**config.mk**
```make
export PLATFORM = sky130hd
export DESIGN_NAME = iot_event_encoder_flat
export DESIGN_NICKNAME = d
export VERILOG_FILES = /design/src/rtl/iot_event_pkg.sv /design/src/rtl/iot_event_encoder_if.sv /design/src/rtl/iot_event_encoder_rr_arbiter.sv /design/src/rtl/iot_event_encoder.sv /design/src/flat_wrapper.sv
export SDC_FILE = /design/constraint.sdc
export NUM_CORES = 1
export LEC_CHECK = 0
export CAP_MARGIN = 15
export CORE_ASPECT_RATIO = 2
export CORE_UTILIZATION = 53
export DETAILED_ROUTE_END_ITERATION = 10
export PLACE_DENSITY = 0.76
export SLEW_MARGIN = 20
export SYNTH_ARGS = -nofsm -noshare
export SYNTH_HDL_FRONTEND = slang
export SYNTH_SLANG_ARGS = --single-unit
```
**constraint.sdc**
```tcl
create_clock -name clk -period 4.4 [get_ports clk]
set_clock_uncertainty 0.2 [all_clocks]
set_input_delay 0.88 -clock clk [delete_from_list [all_inputs] [get_ports clk]]
set_output_delay 0.88 -clock clk [all_outputs]
set_load 0.1 [all_outputs]
```
**src/rtl/iot_event_pkg.sv**
```systemverilog
// Shared types and constants for the device-activity event encoder.
// Optional build macro IOT_SHADOW_COUNT_EN enables the local shadow counter.
package iot_event_pkg;

  localparam int N_DEV_DEF = 8;
  localparam int CNT_W     = 8;

  // dev_id width for a given device count; at least one bit
  function automatic int id_width(input int n);
    return (n > 2) ? $clog2(n) : 1;
  endfunction

  localparam int ID_W_DEF = id_width(N_DEV_DEF);

  typedef struct packed {
    logic                on_off;
    logic [ID_W_DEF-1:0] id;
  } iot_event_t;

endpackage

```
**src/rtl/iot_event_encoder_if.sv**
```systemverilog
// Event bus between the activity encoder (master) and the active-device monitor (slave).
// With IOT_SHADOW_COUNT_EN defined the bus also carries shadow_count.
interface iot_event_if #(
  parameter int N_DEV = iot_event_pkg::N_DEV_DEF,
  parameter int ID_W  = iot_event_pkg::id_width(N_DEV)
) ();

  logic [N_DEV-1:0] dev_active;
  logic             change;
  logic             on_off;
  logic [ID_W-1:0]  dev_id;
  logic             pending;
`ifdef IOT_SHADOW_COUNT_EN
  logic [iot_event_pkg::CNT_W-1:0] shadow_count;

  modport master (input dev_active, output change, on_off, dev_id, pending, shadow_count);
  modport slave  (output dev_active, input change, on_off, dev_id, pending, shadow_count);
`else
  modport master (input dev_active, output change, on_off, dev_id, pending);
  modport slave  (output dev_active, input change, on_off, dev_id, pending);
`endif

endinterface

```
**src/rtl/iot_event_encoder_rr_arbiter.sv**
```systemverilog
// Combinational round-robin pick: first set request at or after ptr, wrapping.
// The owner of ptr advances it after each grant.
module rr_arbiter #(
  parameter int N_DEV = 8,
  parameter int ID_W  = 3
) (
  input  logic [N_DEV-1:0] req,
  input  logic [ID_W-1:0]  ptr,
  output logic             grant_valid,
  output logic [ID_W-1:0]  grant_idx
);

  // Scan N_DEV positions starting at ptr, keep the first hit
  always_comb begin
    int              sum;
    logic [ID_W-1:0] idx;
    grant_valid = 1'b0;
    grant_idx   = '0;
    sum         = 0;
    idx         = '0;
    for (int k = 0; k < N_DEV; k++) begin
      sum = int'(ptr) + k;
      if (sum >= N_DEV) sum = sum - N_DEV;
      idx = ID_W'(sum);
      if (!grant_valid && req[idx]) begin
        grant_valid = 1'b1;
        grant_idx   = idx;
      end
    end
  end

endmodule

```
**src/rtl/iot_event_encoder.sv**
```systemverilog
// Device-activity event encoder: detects per-device level transitions, queues them,
// and serialises them round-robin into at most one change strobe per clock.
// Optional macro IOT_SHADOW_COUNT_EN adds a local running on-minus-off count.
module iot_event_encoder
  import iot_event_pkg::*;
#(
  parameter int N_DEV = N_DEV_DEF,
  parameter int ID_W  = id_width(N_DEV)
) (
  input  logic        clk,
  input  logic        rst,
  iot_event_if.master ev
);

  logic [N_DEV-1:0] dev_q;
  logic [N_DEV-1:0] pend_q, pend_d;
  logic [N_DEV-1:0] pdir_q, pdir_d;
  logic [N_DEV-1:0] edg_w;
  logic [N_DEV-1:0] gnt_oh_w;
  logic [ID_W-1:0]  ptr_q, ptr_d;
  logic [ID_W-1:0]  gnt_idx_w;
  logic             gnt_vld_w;

  logic             change_q;
  logic             on_off_q;
  logic [ID_W-1:0]  dev_id_q;
  logic             pending_q;

  assign edg_w    = ev.dev_active ^ dev_q;
  assign gnt_oh_w = gnt_vld_w ? (N_DEV'(1) << gnt_idx_w) : '0;

  rr_arbiter #(
    .N_DEV (N_DEV),
    .ID_W  (ID_W)
  ) u_arb (
    .req         (pend_q),
    .ptr         (ptr_q),
    .grant_valid (gnt_vld_w),
    .grant_idx   (gnt_idx_w)
  );

  // Per-device queue update: new edges queue, a second edge on a waiting device cancels
  always_comb begin
    pend_d = pend_q;
    pdir_d = pdir_q;
    for (int i = 0; i < N_DEV; i++) begin
      if (gnt_oh_w[i]) pend_d[i] = 1'b0;
      if (edg_w[i]) begin
        if (!pend_q[i] || gnt_oh_w[i]) begin
          pend_d[i] = 1'b1;
          pdir_d[i] = ev.dev_active[i];
        end else begin
          pend_d[i] = 1'b0;
        end
      end
    end
  end

  // Pointer moves just past the granted device so every requester is reached within N_DEV grants
  always_comb begin
    ptr_d = ptr_q;
    if (gnt_vld_w) begin
      ptr_d = (gnt_idx_w == ID_W'(N_DEV - 1)) ? '0 : gnt_idx_w + ID_W'(1);
    end
  end

  // Control state and registered event outputs; on_off/dev_id hold between grants
  always_ff @(posedge clk) begin
    if (rst) begin
      dev_q     <= '0;
      pend_q    <= '0;
      ptr_q     <= '0;
      change_q  <= 1'b0;
      on_off_q  <= 1'b0;
      dev_id_q  <= '0;
      pending_q <= 1'b0;
    end else begin
      dev_q     <= ev.dev_active;
      pend_q    <= pend_d;
      ptr_q     <= ptr_d;
      change_q  <= gnt_vld_w;
      pending_q <= |pend_d;
      if (gnt_vld_w) begin
        on_off_q <= pdir_q[gnt_idx_w];
        dev_id_q <= gnt_idx_w;
      end
    end
  end

  // Queued direction is only meaningful while the matching pend bit is set
  always_ff @(posedge clk) begin
    pdir_q <= pdir_d;
  end

  assign ev.change  = change_q;
  assign ev.on_off  = on_off_q;
  assign ev.dev_id  = dev_id_q;
  assign ev.pending = pending_q;

`ifdef IOT_SHADOW_COUNT_EN
  logic [CNT_W-1:0] shadow_q;

  // Mirror of the downstream monitor count, updated alongside each emitted event
  always_ff @(posedge clk) begin
    if (rst) begin
      shadow_q <= '0;
    end else if (gnt_vld_w) begin
      shadow_q <= shadow_q + (pdir_q[gnt_idx_w] ? CNT_W'(1) : {CNT_W{1'b1}});
    end
  end

  assign ev.shadow_count = shadow_q;
`endif

endmodule

```
**src/flat_wrapper.sv**
```systemverilog
// flat-port wrapper written by rule: the top's interface ports become plain ports
module iot_event_encoder_flat import iot_event_pkg::*;
#(
  parameter int N_DEV = N_DEV_DEF,
  parameter int ID_W  = id_width(N_DEV)
)
  (clk, rst, ev_dev_active, ev_change, ev_on_off, ev_dev_id, ev_pending);
  iot_event_if #(.N_DEV(N_DEV), .ID_W(ID_W)) ev_i ();
  input  logic clk;
  input  logic rst;
  input wire logic [$bits(ev_i.dev_active)-1:0] ev_dev_active;
  output wire logic [$bits(ev_i.change)-1:0] ev_change;
  output wire logic [$bits(ev_i.on_off)-1:0] ev_on_off;
  output wire logic [$bits(ev_i.dev_id)-1:0] ev_dev_id;
  output wire logic [$bits(ev_i.pending)-1:0] ev_pending;
  assign ev_i.dev_active = ev_dev_active;
  assign ev_change = ev_i.change;
  assign ev_on_off = ev_i.on_off;
  assign ev_dev_id = ev_i.dev_id;
  assign ev_pending = ev_i.pending;
  iot_event_encoder #(.N_DEV(N_DEV), .ID_W(ID_W)) u_core (.clk(clk), .rst(rst), .ev(ev_i));
endmodule
```
# Word level (Yosys, flattened, before mapping)
# Cells that the tools add are included.
[word_totals]
in_bits = 10
out_inout_bits = 6
n_memories = 0
word_cells = 158
mem_bits_rw = 0
mem_bits_ro = 0
latchBits = 0
regBits = 33
[op_classes]
div_mod_pow = 0
shift = 1
n_addsub = 16
n_mul = 0
n_lt_le_gt_ge = 17
bitwise = 1
muxes = 68
n_reduce_logical = 39
eq_ne = 1
[ops]
columns = ["cell", "n"]
rows = [
  ["2-to-1 mux 3 bit", 17],
  ["2-to-1 mux 1 bit", 41],
  ["< comparator 3 x 4 -> 1 bit, second input constant", 9],
  [">= comparator 4 bit, second input constant", 7],
  ["binary-select mux 1 bit (select 3 bit)", 9],
  ["subtractor 3 x 1 -> 3 bit, second input constant", 8],
  ["adder 3 x 3 -> 4 bit, second input constant", 4],
  ["AND reduction 2 bit", 8],
  ["logical NOT 1 bit", 15],
  ["adder 3 x 2 -> 4 bit, second input constant", 2],
  ["logical OR 1 bit", 8],
  ["2-to-1 mux 8 bit", 1],
  ["OR reduction 8 bit", 1],
  ["<< shifter 1 x 3 -> 8 bit, first input constant", 1],
  ["XOR 8 bit", 1],
  ["logical AND 1 bit", 7],
  ["adder 3 x 1 -> 4 bit, second input constant", 1],
  [">= comparator 3 x 4 -> 1 bit, second input constant", 1],
  ["adder 3 x 1 -> 3 bit, second input constant", 1],
  ["== test 3 bit, second input constant", 1],
]

# Depth between registers and ports, before layout
# Gate-level depths: netlist of the first run.
[depth]
depth_word = 32
depth_mapped = 21
ltp_nobuf = 16

# By module
# A second synthesis of the first run with hierarchy kept.
[unflattened]
hier_cells = 222
hier_area_um2 = 2174.6
[by_module_without_submodules]
columns = ["module", "cells_per_inst", "seq_area_each_um2", "instances", "area_each_um2"]
rows = [
  ["iot_event_encoder", 122, 740.7, 1, 1361.3],
  ["rr_arbiter", 100, 0.0, 1, 813.3],
]

# Worst setup path after synthesis of the first run
# Ideal clock, no wire load.
[synth_timing]
path_kind = "flip-flop to flip-flop"
startpoint = "register u_core.ptr_q[1]"
endpoint = "register u_core.pending_q, in the netlist u_core.ev.pending"
required_ns = 4.135
arrival_time_ns = 4.028
setup_time_ns = 0.065
period_less_slack_ns = 4.293
path_slack_ns = 0.107
n_path_buf = 3
path_stages_with_launch = 20
path_cell_list = "dfxtp_1 -> clkbuf_1 -> buf_2 -> inv_1 -> ha_1 -> buf_2 -> mux4_2 -> a21oi_1 -> a32oi_1 -> nor3_1 -> o211ai_1 -> a41oi_2 -> ha_1 -> ha_1 -> inv_1 -> o21ai_0 -> ha_1 -> nand4_1 -> nor2_1 -> nor2_1"
[synth_between]
elab_chain_len = 32
word_cells_on_any_way = 112
cone_classes = "15 x add/sub; 8 x order compare; 1 x shift; 65 x mux; 23 x reduce/logical"
[synth_lines]
columns = ["item", "line", "text"]
rows = [
  ["start, declared", "iot_event_encoder.sv:20", "logic [ID_W-1:0] ptr_q, ptr_d;"],
  ["start signal, assigned", "iot_event_encoder.sv:80", "ptr_q <= ptr_d;"],
  ["branches (longest 27 deep; another with adder 3 x 1 -> 4 bit)", "--", ""],
  ["2-to-1 mux 8 bit (*)", "iot_event_encoder.sv:30", "assign gnt_oh_w = gnt_vld_w ? (N_DEV'(1) << gnt_idx_w) : '0;"],
  ["logical OR 1 bit", "iot_event_encoder.sv:49", "if (!pend_q[i] || gnt_oh_w[i]) begin"],
  ["2-to-1 mux 1 bit", "iot_event_encoder.sv:49", ""],
  ["2-to-1 mux 1 bit", "iot_event_encoder.sv:48", "if (edg_w[i]) begin"],
  ["OR reduction 8 bit (*)", "iot_event_encoder.sv:82", "pending_q <= |pend_d;"],
  ["end signal, assigned", "iot_event_encoder.sv:82", ""],
  ["end, declared", "iot_event_encoder.sv:27", "logic pending_q;"],
]
# Every way passes the cells marked *. The select of a mux whose other input is x is not followed.
# A chain may end at the register's enable or synchronous reset.

# Worst setup path after layout of the first run
# Ends and elaborated chain as after synthesis.

==> impl_metrics.env, run 1 <==
export IMPL_crit_path_start="u_core.ptr_q[1]"
export IMPL_ant_nets=0
export IMPL_critPathMaxStageDelay_ps=440
export IMPL_die_w_um=48.5
export IMPL_synth_cells=222
export IMPL_fillers=360
export IMPL_critPathCaptureType="flop"
export IMPL_crit_top_cell="buf_4"
export IMPL_synth_top_area_share=0.218
export IMPL_synth_compound_area_frac=0.138
export IMPL_path_buf_inv=5
export IMPL_grt_total_usage=0.268
export IMPL_rr_startpoint="u_core.ptr_q[1]"
export IMPL_final_common_cell="dfxtp_1"
export IMPL_ys_ff_latch=33
export IMPL_cts_tree="done"
export IMPL_dp_hpwl_um=4180
export IMPL_period_needed_ps=4090
export IMPL_ys_flop_type="dfxtp_1"
export IMPL_fin_crit_sh=0.930
export IMPL_synthAdderAreaFrac=0.0654
export IMPL_multi_input_area_um2=1470
export IMPL_async_reset_ff_frac=0
export IMPL_via_per_inst=6.13
export IMPL_die_area_um2=4620
export IMPL_routedWlPerCell_um=18.5
export IMPL_syn_avg_cell_area_um2=10.3
export IMPL_tightest_slew_ps=963
export IMPL_maxCapViolCount=0
export IMPL_hold_path_class="flop to flop"
export IMPL_synth_area_mux_share=0.250
export IMPL_synth_seq_area_share=0.323
export IMPL_finalNonFillerCells=295
export IMPL_synth_edf_count=8
export IMPL_core_area_um2=4130
export IMPL_synth_top_family_by_area="multiplexers"
export IMPL_drv_slew=0
export IMPL_cpLargestDelayFamily="simple AND/OR/NAND/NOR gates"
export IMPL_worstHoldStart="u_core.ev.dev_id[0]"
export IMPL_dp_cells=284
export IMPL_firstDrtPassIters=4
export IMPL_start_util=0.556
export IMPL_ys_warn_count=0
export IMPL_drt_iter0_drc=55
export IMPL_synth_top_area_cell="dfxtp_1"
export IMPL_crit_fanout=8
export IMPL_synth_top_cells_by_area="dfxtp_1 (22%), mux4_2 (12%), edfxtp_1 (10%)"
export IMPL_final_util=0.643
export IMPL_drive_gt1_frac=0.185
export IMPL_cts_root_buf="clkbuf_8"
export IMPL_final_cell_mix="dfxtp_1 (25), nor2_1 (20), mux2i_1 (15), nand2_1 (15), clkdlybuf4s50_1 (15)"
export IMPL_syn_nets=244
export IMPL_clockBufferDepth=2
export IMPL_h_tree_depth=2
export IMPL_diodes=0
export IMPL_crit_slowest_cell="ha_2"
export IMPL_grt_pass1_vias=1869
export IMPL_fmax_ghz=0.244
export IMPL_place_gp_congestion=1.02
export IMPL_synthSimpleGateAreaFrac=0.124
export IMPL_pin_count=16
export IMPL_clk_transition_reported_paths_ps=70
export IMPL_die_height_um=95.1
export IMPL_crit_type="flop to flop"
export IMPL_antenna_found_initial=0
export IMPL_hold_violations=0
export IMPL_num_rows=33
export IMPL_grt_ovfl_total=0
export IMPL_tns_ps=0
export IMPL_seq_area_um2=741
export IMPL_wirelength_um=5450
export IMPL_status="completed"
export IMPL_clock_sinks=33
export IMPL_numCtsBuffers=5
export IMPL_finalNetCount=264
export IMPL_io_buffers=15
export IMPL_setup_viol=0
export IMPL_grt_max_degree=27
export IMPL_hold_buffers=0
export IMPL_worstPathRequired_ps=4370
export IMPL_syn_area_um2=2300
export IMPL_via_count=1808
export IMPL_drc=0
export IMPL_cp_arrival_ps=4060
export IMPL_grt_pass1_wl_um=9010
export IMPL_syn2layout_area_growth_pct=15.6
export IMPL_path_cells="inv_1 > ha_2 > buf_4 > mux4_2 > mux2_2 > or2_4 > nor3_2 > o211ai_1 > a41oi_2 > buf_4 > buf_4 > inv_1 > o21ai_0 > ha_1 > nand4_1 > nor2_1 > nor2_1"
export IMPL_start_kind="flop"
export IMPL_synth_distinct_cells=47
export IMPL_synth_xor_area_frac=0.0458
export IMPL_clock_latency_ps=280
export IMPL_relSlewSlack=0.356
## path summary, 6_finish.rpt
path                         endpoint  cells after the start  slack, ps
hold reg to reg   u_core.ev.dev_id[0]                      2        300
hold / removal    u_core.ev.dev_id[0]                      2        300
setup reg to reg    u_core.ev.pending                     17        310
setup / recovery    u_core.ev.pending                     17        310
## worst min-delay path, stage by stage (launching register included)
cell and delay [ps]:
dfxtp_1 330, a21oi_1 60, nor2_1 70
## per-layer routing
layer,up-vias,wire length (um),GRT usage
met3,36,160,0.0319
met4,0,531,0.282
met2,63,2970,0.494
met1,849,1790,0.239
met5,-,0,0
li1,860,-,-
## state kept, by name, summed over array words and instances, names as in the netlist
register           flops
u_core.ev.pending      1
u_core.pend_q          8
u_core.ev.on_off       1
u_core.ev.change       1
u_core.ptr_q           3
u_core.pdir_q          8
u_core.dev_q           8
u_core.ev.dev_id       3
## synthesized netlist by cell type (2+ instances only)
cell       n
a21o_1     4
a21oi_1    7
a22oi_1    3
a311oi_1   2
a32oi_1    2
and2_1     2
buf_2      3
buf_6      2
clkbuf_1   8
dfxtp_1   25
edfxtp_1   8
ha_1      12
inv_1     11
mux2_2     3
mux2i_1   15
mux4_1     4
mux4_2    12
nand2_1   15
nand3_1    3
nand4_1    2
nor2_1    20
nor2b_1    9
nor3_1     2
o21ai_0   13
or3_1      3
xnor2_1    2
xor2_1    10
## stage by stage
| step | worst slack [ps] | hold slack [ps] | area, um2 |
|---|---|---|---|
| 3_5_place_dp | 91.5 | 301 | 2500 |
| 5_1_grt | -8.46 | 347 | 2650 |
| 3_3_place_gp | 165 | 281 | 2500 |
| 2_1_floorplan | 107 | 449 | 2300 |
| 4_1_cts | 63.6 | 316 | 2600 |
| 6_report | 308 | 300 | 2650 |
## repair_timing
item	in CTS	in global routing
buffers inserted	0	3
gates resized for setup	0	7
setup endpoints to repair	0	3
## area by class of cell
type	instances	share of cell area
timing repair buffer	27	0.0905
multi-input combinational	164	0.552
clock buffer	7	0.0363
clock inverter	1	0.00189
tap	52	0.0245
inverter	11	0.0156
sequential	33	0.279
## cell families (layout without fill, tap and decap cells)
group,count (synthesis),count (layout)
AND/OR/NAND/NOR,60,60
flip-flops,33,33
multiplexers,35,35
XOR/XNOR,12,12
adder cells (fa/ha/maj),12,12
buffers and inverters,25,46
AO/OA/AOI/OAI,45,45
Power of run 1 is left out: the tool's default activity adds up to more than one toggle a clock period on the data nets, which glitch-free logic cannot reach.
==> run 2: changes to the inputs <==
Settings changed: SKIP_LAST_GASP from default to 1, SLEW_MARGIN 20 to default.
==> results of run 2 <==
The final DEF is identical to that of run 1; final timing and power are the same.
Power of run 2 is left out for the same reason.
